[src/rtl/rr_req_queue.sv]
`default_nettype none
// +--------------------------------------------------------------------------+
// | rr_req_queue                                                             |
// | Per-agent pending-request counters feeding a round-robin arbiter, with   |
// | sticky overflow / spurious / multi-grant / starvation debug flags.       |
// | Rev 1.0                                                                  |
// +--------------------------------------------------------------------------+
module rr_req_queue #(
   parameter int NumOfAgents  = 4,
   parameter int DEPTH        = 4,
   parameter int STARVE_LIMIT = 16
) (
   input  logic                   clk,
   input  logic                   rst,
   input  logic [NumOfAgents-1:0] req_in,
   output logic [NumOfAgents-1:0] req_full,
   output logic [NumOfAgents-1:0] arb_req,
   input  logic [NumOfAgents-1:0] arb_grant,
   output logic [NumOfAgents-1:0] overflow,
   output logic                   spurious_grant,
   output logic                   multi_grant,
   output logic [NumOfAgents-1:0] starve
);

   localparam int CW = $clog2(DEPTH + 1);
   localparam int WW = $clog2(STARVE_LIMIT + 1);
   localparam logic [CW-1:0] C_DEPTH = CW'(DEPTH);
   localparam logic [WW-1:0] C_LIMIT = WW'(STARVE_LIMIT);

   logic [CW-1:0]          cnt_q  [NumOfAgents];
   logic [CW-1:0]          cnt_d  [NumOfAgents];
   logic [WW-1:0]          wait_q [NumOfAgents];
   logic [WW-1:0]          wait_d [NumOfAgents];
   logic [NumOfAgents-1:0] overflow_q, overflow_d;
   logic [NumOfAgents-1:0] starve_q, starve_d;
   logic                   spurious_grant_q, spurious_grant_d;
   logic                   multi_grant_q, multi_grant_d;
   logic [NumOfAgents-1:0] grant_ok;

   // A grant only counts against an agent that actually has something pending.
   assign grant_ok = arb_grant & arb_req;

   always_comb begin
      cnt_d            = cnt_q;
      wait_d           = wait_q;
      overflow_d       = overflow_q;
      starve_d         = starve_q;
      spurious_grant_d = spurious_grant_q;
      multi_grant_d    = multi_grant_q | ($countones(arb_grant) > 1);
      for (int i = 0; i < NumOfAgents; i++) begin
         if (arb_grant[i] && !arb_req[i]) begin
            spurious_grant_d = 1'b1;
         end
         if (req_in[i] && !grant_ok[i]) begin
            if (cnt_q[i] == C_DEPTH) begin
               overflow_d[i] = 1'b1;
            end else begin
               cnt_d[i] = cnt_q[i] + 1'b1;
            end
         end else if (!req_in[i] && grant_ok[i]) begin
            cnt_d[i] = cnt_q[i] - 1'b1;
         end
         if (!arb_req[i] || grant_ok[i]) begin
            wait_d[i] = '0;
         end else if (wait_q[i] != C_LIMIT) begin
            wait_d[i] = wait_q[i] + 1'b1;
         end
         if (wait_d[i] == C_LIMIT) begin
            starve_d[i] = 1'b1;
         end
      end
   end

   always_ff @(posedge clk) begin
      if (rst) begin
         for (int i = 0; i < NumOfAgents; i++) begin
            cnt_q[i]  <= '0;
            wait_q[i] <= '0;
         end
         overflow_q       <= '0;
         starve_q         <= '0;
         spurious_grant_q <= 1'b0;
         multi_grant_q    <= 1'b0;
      end else begin
         cnt_q            <= cnt_d;
         wait_q           <= wait_d;
         overflow_q       <= overflow_d;
         starve_q         <= starve_d;
         spurious_grant_q <= spurious_grant_d;
         multi_grant_q    <= multi_grant_d;
      end
   end

   generate
      for (genvar gi = 0; gi < NumOfAgents; gi++) begin : g_decode
         assign arb_req[gi]  = (cnt_q[gi] != '0);
         assign req_full[gi] = (cnt_q[gi] == C_DEPTH);
      end
   endgenerate

   assign overflow       = overflow_q;
   assign starve         = starve_q;
   assign spurious_grant = spurious_grant_q;
   assign multi_grant    = multi_grant_q;

endmodule
`default_nettype wire

[config.mk]
export PLATFORM = sky130hd
export DESIGN_NAME = rr_req_queue
export DESIGN_NICKNAME = d
export VERILOG_FILES = /design/src/rtl/rr_req_queue.sv
export SDC_FILE = /design/constraint.sdc
export NUM_CORES = 1
export LEC_CHECK = 0
export ABC_AREA = 1
export BUFFER_PORTS_ARGS = -buffer_cell sky130_fd_sc_hd__buf_2
export CORE_AREA = 2 2 76 78
export DETAILED_ROUTE_END_ITERATION = 6
export DIE_AREA = 0 0 78 80
export GPL_TIMING_DRIVEN = 0
export HOLD_SLACK_MARGIN = 0.06
export SETUP_SLACK_MARGIN = 0.05
export SYNTH_ARGS = -nofsm -noshare
export SYNTH_HDL_FRONTEND = slang
export SYNTH_SLANG_ARGS = --single-unit
[constraint.sdc]
create_clock -name clk -period 1.65 [get_ports clk]
set_input_delay 0.0825 -clock clk [delete_from_list [all_inputs] [get_ports clk]]
set_output_delay 0.0825 -clock clk [all_outputs]
set_load 0.005 [all_outputs]
* Word-level counts from Yosys, hierarchy flattened *
Index checks and enable logic that the tools add are counted.

cells by class
  add/sub/neg operators = 15
  $mul = 0
  div/mod/pow operators = 0
  magnitude comparators = 1
  eq/ne operators = 16
  shift operators = 0
  multiplexer cells = 24
  bitwise gates (word level) = 2
  reductions and logical operators = 45

operators with widths
  operator               count
  $mux W5                8
  $mux W3                12
  $add A5 B1 Y5 const B  4
  $eq A5 B5 Y1 const B   4
  $ne A5 B5 Y1 const B   4
  $reduce_and A2 Y1      8
  $add A3 B1 Y3 const B  4
  $eq A3 B3 Y1 const B   4
  $logic_and A1 B1 Y1    12
  $logic_not A1 Y1       12
  $reduce_bool A3 Y1     4
  $sub A3 B1 Y3 const B  4
  $ne A2 B2 Y1 const B   4
  $reduce_bool A2 Y1     4
  $add A1 B1 Y2          2
  $and A4 B4 Y4          1
  $logic_or A1 B1 Y1     4
  $mux W1                4
  $reduce_bool A4 Y1     1
  $add A2 B2 Y3          1
  $gt A3 B1 Y1 const B   1
  $or A1 B1 Y1           1

storage, ports and cells
  flip-flop bits (word level) = 42
  bits in latches = 0
  RAM bits = 0
  ROM bits = 0
  output and inout bits = 18
  logic and storage cells = 121
  memories = 0

* Depth between registers and ports, before layout *
  depth after elaboration = 7
  depth in mapped cells = 11
  gate-level depth less buffers = 11

* Least setup slack after synthesis *
No wires, ideal clock.

  kind = reg2reg
  start point = register cnt_q[6] (netlist bit)
  end point = register cnt_q[8] (netlist bit)
  library setup time = 0.115 ns
  arrival = 1.361 ns
  path slack = 0.174 ns
  cell stages (with the launch flop) = 12
  period minus slack after synthesis = 1.476 ns
  cell sequence = dfxtp_1 -> inv_2 -> nand3b_4 -> nand2_2 -> nand2_2 -> fa_1 -> inv_1 -> nand2_2 -> nand2_2 -> nand3_1 -> nand2_1 -> nor2_1

on the way
  longest elaborated chain between the ends = 6
  elaborated cells on any way between the ends = 14

RTL lines
  item                                                                 line  RTL
  from (decl)                                                          30    logic [CW-1:0] cnt_q [NumOfAgents];
  from (signal assigned)                                               85    cnt_q <= cnt_d;
  $reduce_bool A3 Y1 (*)                                               96    assign arb_req[gi] = (cnt_q[gi] != '0);
  named net arb_req[1]                                                 17    output logic [NumOfAgents-1:0] arb_req,
  $and A4 B4 Y4 (*)                                                    41    assign grant_ok = arb_grant & arb_req;
  $logic_not A1 Y1                                                     54    if (req_in[i] && !grant_ok[i]) begin
  $logic_and A1 B1 Y1                                                  54
  $ne A2 B2 Y1 (no source line) or $reduce_bool A2 Y1 (tied branches)  -
  $reduce_and A2 Y1 (no source line)                                   -

The timed path passes the listed nets; every way through them passes the cells marked *. The select of a mux whose other input is x is not followed.
A chain may end at the register's enable or synchronous reset.

* Worst setup path after layout *
  start point = register cnt_q[10] (netlist bit)
  end point = register cnt_q[11] (netlist bit)

on the way
  longest elaborated chain between the ends = 6
  elaborated cells on any way between the ends = 14

RTL lines
  item                                                                 line
  $reduce_bool A3 Y1                                                   96
  $and A4 B4 Y4                                                        41
  $logic_not A1 Y1                                                     54
  $logic_and A1 B1 Y1                                                  54
  $ne A2 B2 Y1 (no source line) or $reduce_bool A2 Y1 (tied branches)  -
  $reduce_and A2 Y1 (no source line)                                   -

Several ways; a longest one is shown, not always the timed one. The select of a mux whose other input is x is not followed.

==> impl_metrics.py <==
metrics = {
    "placement": {
        "dp.cells": 410,
        "place_area_um2": 2570,
        "globalplace.congestion": 0.783,
        "portBuffers": 26,
        "place_ws_ps": 82.5,
        "dp_hpwl_mm": 3.35,
    },
    "synthesis": {
        "synthCells": 312,
        "synth_area_leaders": "dfxtp_1, nand2_1, inv_1",
        "synth.largest_area_cell": "dfxtp_1",
        "yosysWarnings": 0,
        "seq_area_frac_synth": 0.358,
        "yosysTopAreaCellShare": 0.358,
        "ys_seq_elements": 42,
        "syn_nets": 335,
        "syn_avg_cell_area_um2": 7.53,
        "synth_cell_types": 31,
        "syn_area_um2": 2350,
    },
    "cts": {
        "clk_pin_slew_ps": 70,
        "clockBufferDepth": 2,
        "htreeDepth": 2,
        "cts.sinks": 42,
        "root_buffer": "clkbuf_8",
        "insertion_delay_ps": 290,
        "cts_buffers": 5,
        "ctsHoldBuffers": 0,
        "tritoncts": "yes",
    },
    "grt": {
        "grt_pass1_wl_mm": 7.60,
        "grt_overflow": 0,
        "gr-usage-all-layers": 0.150,
        "grt_max_degree": 13,
        "grt_pass1_vias": 1806,
        "antenna_found_initial": 0,
    },
    "timing": {
        "period_needed_ps": 1480,
        "slew_headroom": 0.680,
        "worst_pin_slew_ps": 481,
        "rsz0062_at_grt": "false",
        "setup_slack_ps": 171,
        "skew_ps": 1.97,
        "fmax_ghz": 0.676,
        "fin_setup_tns_ps": 0,
        "finalCritPeriodShare": 0.896,
        "hold_viol_final": 0,
        "finalSetupViolCount": 0,
        "timing.hold.ws_ps": 74.3,
        "final_max_slew_viol_count": 0,
    },
    "outcome": {
        "status": "finished clean",
    },
    "die": {
        "fp.dieW_um": 78,
        "initial_core_util": 0.435,
        "dieArea_um2": 6240,
        "ios": 28,
        "core_um2": 5410,
        "rows": 27,
        "die_h_um": 80,
    },
    "routing": {
        "drt_iter0_markers": 50,
        "vias_per_cell": 4.64,
        "ant_nets": 0,
        "dr.pass1.iters": 4,
        "via_count": 1960,
        "drc": 0,
        "wl_per_cell_um": 10.1,
        "wl_mm": 4.24,
    },
    "final_layout": {
        "most-common-layout-cells": "nand2_1, inv_1, nor2_1, dfxtp_1, buf_2",
        "fin_area_um2": 2740,
        "final.fill_count": 558,
        "nNetsFinal": 372,
        "syn_to_final_growth_pct": 16.5,
        "drive_above_1_share": 0.280,
        "fin_util": 0.506,
        "fin_cells": 422,
        "diodes": 0,
        "layout.cells.most_common": "nand2_1",
    },
    "power_and_ir_drop": {
        "ir_drop_v": 0.000605,
        "cellLeakagePower_nw": 1.29,
        "p_per_area_nw_per_um2": 1180,
        "p_total_mw": 3.23,
    },
    "critical_path": {
        "end_kind": "flop",
        "critPathKind": "flop to flop",
        "timing.rr.start": "cnt_q[10]",
        "cpPeakStageDelay_ps": 370,
        "r2r.worst_path.cells": 11,
        "slowest_stage": "dfxtp_4",
        "path_cells": "inv_4, nand3b_4, nand2_2, nand2_1, fa_2, inv_1, nand2_1, nand2_2, nand3_1, nand2_1, nor2_1",
        "worstReg2RegEnd": "cnt_q[11]",
        "required_ps": 1840,
        "cp.arrival_ps": 1670,
        "cp_common_cell": "nand2_1",
        "crit_fanout": 5,
        "r2r_slack_ps": 170,
        "startpoint_type": "flop",
    },
    "min_path": {
        "hp-start": "rst",
        "hold_path_class": "input port to flop",
        "hold-path-cell-count": 2,
        "min_to": "starve[0]",
    },
    "flow_run": {
        "drv_cap": 0,
    },
}
[synth_stat cells]
cell type,instances
a21oi_1,21
buf_2,1
buf_4,1
buf_6,1
clkbuf_1,1
dfxtp_1,42
fa_1,5
ha_1,8
inv_1,41
inv_2,9
nand2_1,57
nand2_2,14
nand2_4,2
nand3_1,23
nand3_2,4
nand3b_4,4
nand4_1,3
nor2_1,32
nor2_2,5
nor2_4,1
nor3_1,4
nor3_2,1
nor4_1,2
o211ai_1,2
o21a_1,1
o21ai_0,4
o21ai_1,10
o21bai_1,1
or2_4,1
xnor2_1,1
xor2_1,10
[kinds of logic (layout without fill, tap and decap cells)]
| family | after synthesis | in the layout | share of synthesized area |
|---|---|---|---|
| compound gates | 39 | 39 | 0.0873 |
| simple gates | 153 | 153 | 0.337 |
| buf+inv | 54 | 92 | 0.0916 |
| flops | 42 | 42 | 0.358 |
| xor+xnor | 11 | 11 | 0.0410 |
| fa+ha+maj | 13 | 13 | 0.0852 |
[report_power, final]
part,switching (mW),leakage [nW],internal (mW)
combinational,0.695,0.898,0.530
sequential,0.162,0.347,1.17
clock,0.335,0.0482,0.337
[worst max-delay path by stage]
stage	from	to	slack, ps
after floorplan	cnt_q[6]	cnt_q[8]	170
after global placement	cnt_q[1]	cnt_q[2]	90
after detailed placement	cnt_q[1]	cnt_q[2]	80
after CTS	cnt_q[1]	cnt_q[2]	70
after global routing	cnt_q[10]	cnt_q[11]	20
final	cnt_q[10]	cnt_q[11]	170
[registers in the layout, summed over array words and instances (netlist names)]
register,count
overflow,4
spurious_grant,1
starve,4
cnt_q,12
wait_q,20
multi_grant,1
[layout make-up]
class / instances / area [µm²] / share of cell area
multi-input combinational: 216 / 1310 / 0.479
sequential: 42 / 865 / 0.316
inverter: 50 / 193 / 0.0704
timing repair buffer: 30 / 160 / 0.0585
tap: 72 / 90.1 / 0.0329
clock buffer: 7 / 86.3 / 0.0315
buffer: 4 / 27.5 / 0.0101
clock inverter: 1 / 5.00 / 0.00183
[critical path: cells and delay by family (launching register included)]
kind | cells | cell delay [ps]
adder cells (fa/ha/maj) | 1 | 350
buffers and inverters | 2 | 130
AND/OR/NAND/NOR | 8 | 540
flip-flops | 1 | 370
[timing repair]
| action | in CTS | in global routing |
|---|---|---|
| hold endpoints to repair | 0 | 0 |
| resized for setup | 0 | 24 |
| setup endpoints to repair | 0 | 6 |
| buffers inserted | 0 | 4 |
[metal layers]
| layer | vias to the layer above | global-route usage | part of all wire |
|---|---|---|---|
| met5 | - | 0 | 0 |
| met4 | 0 | 0.0368 | 0.0090 |
| met3 | 4 | 0.0351 | 0.035 |
| met2 | 27 | 0.270 | 0.47 |
| met1 | 866 | 0.182 | 0.49 |
| li1 | 1063 | - | - |
Power figures use the tool's default switching activity.
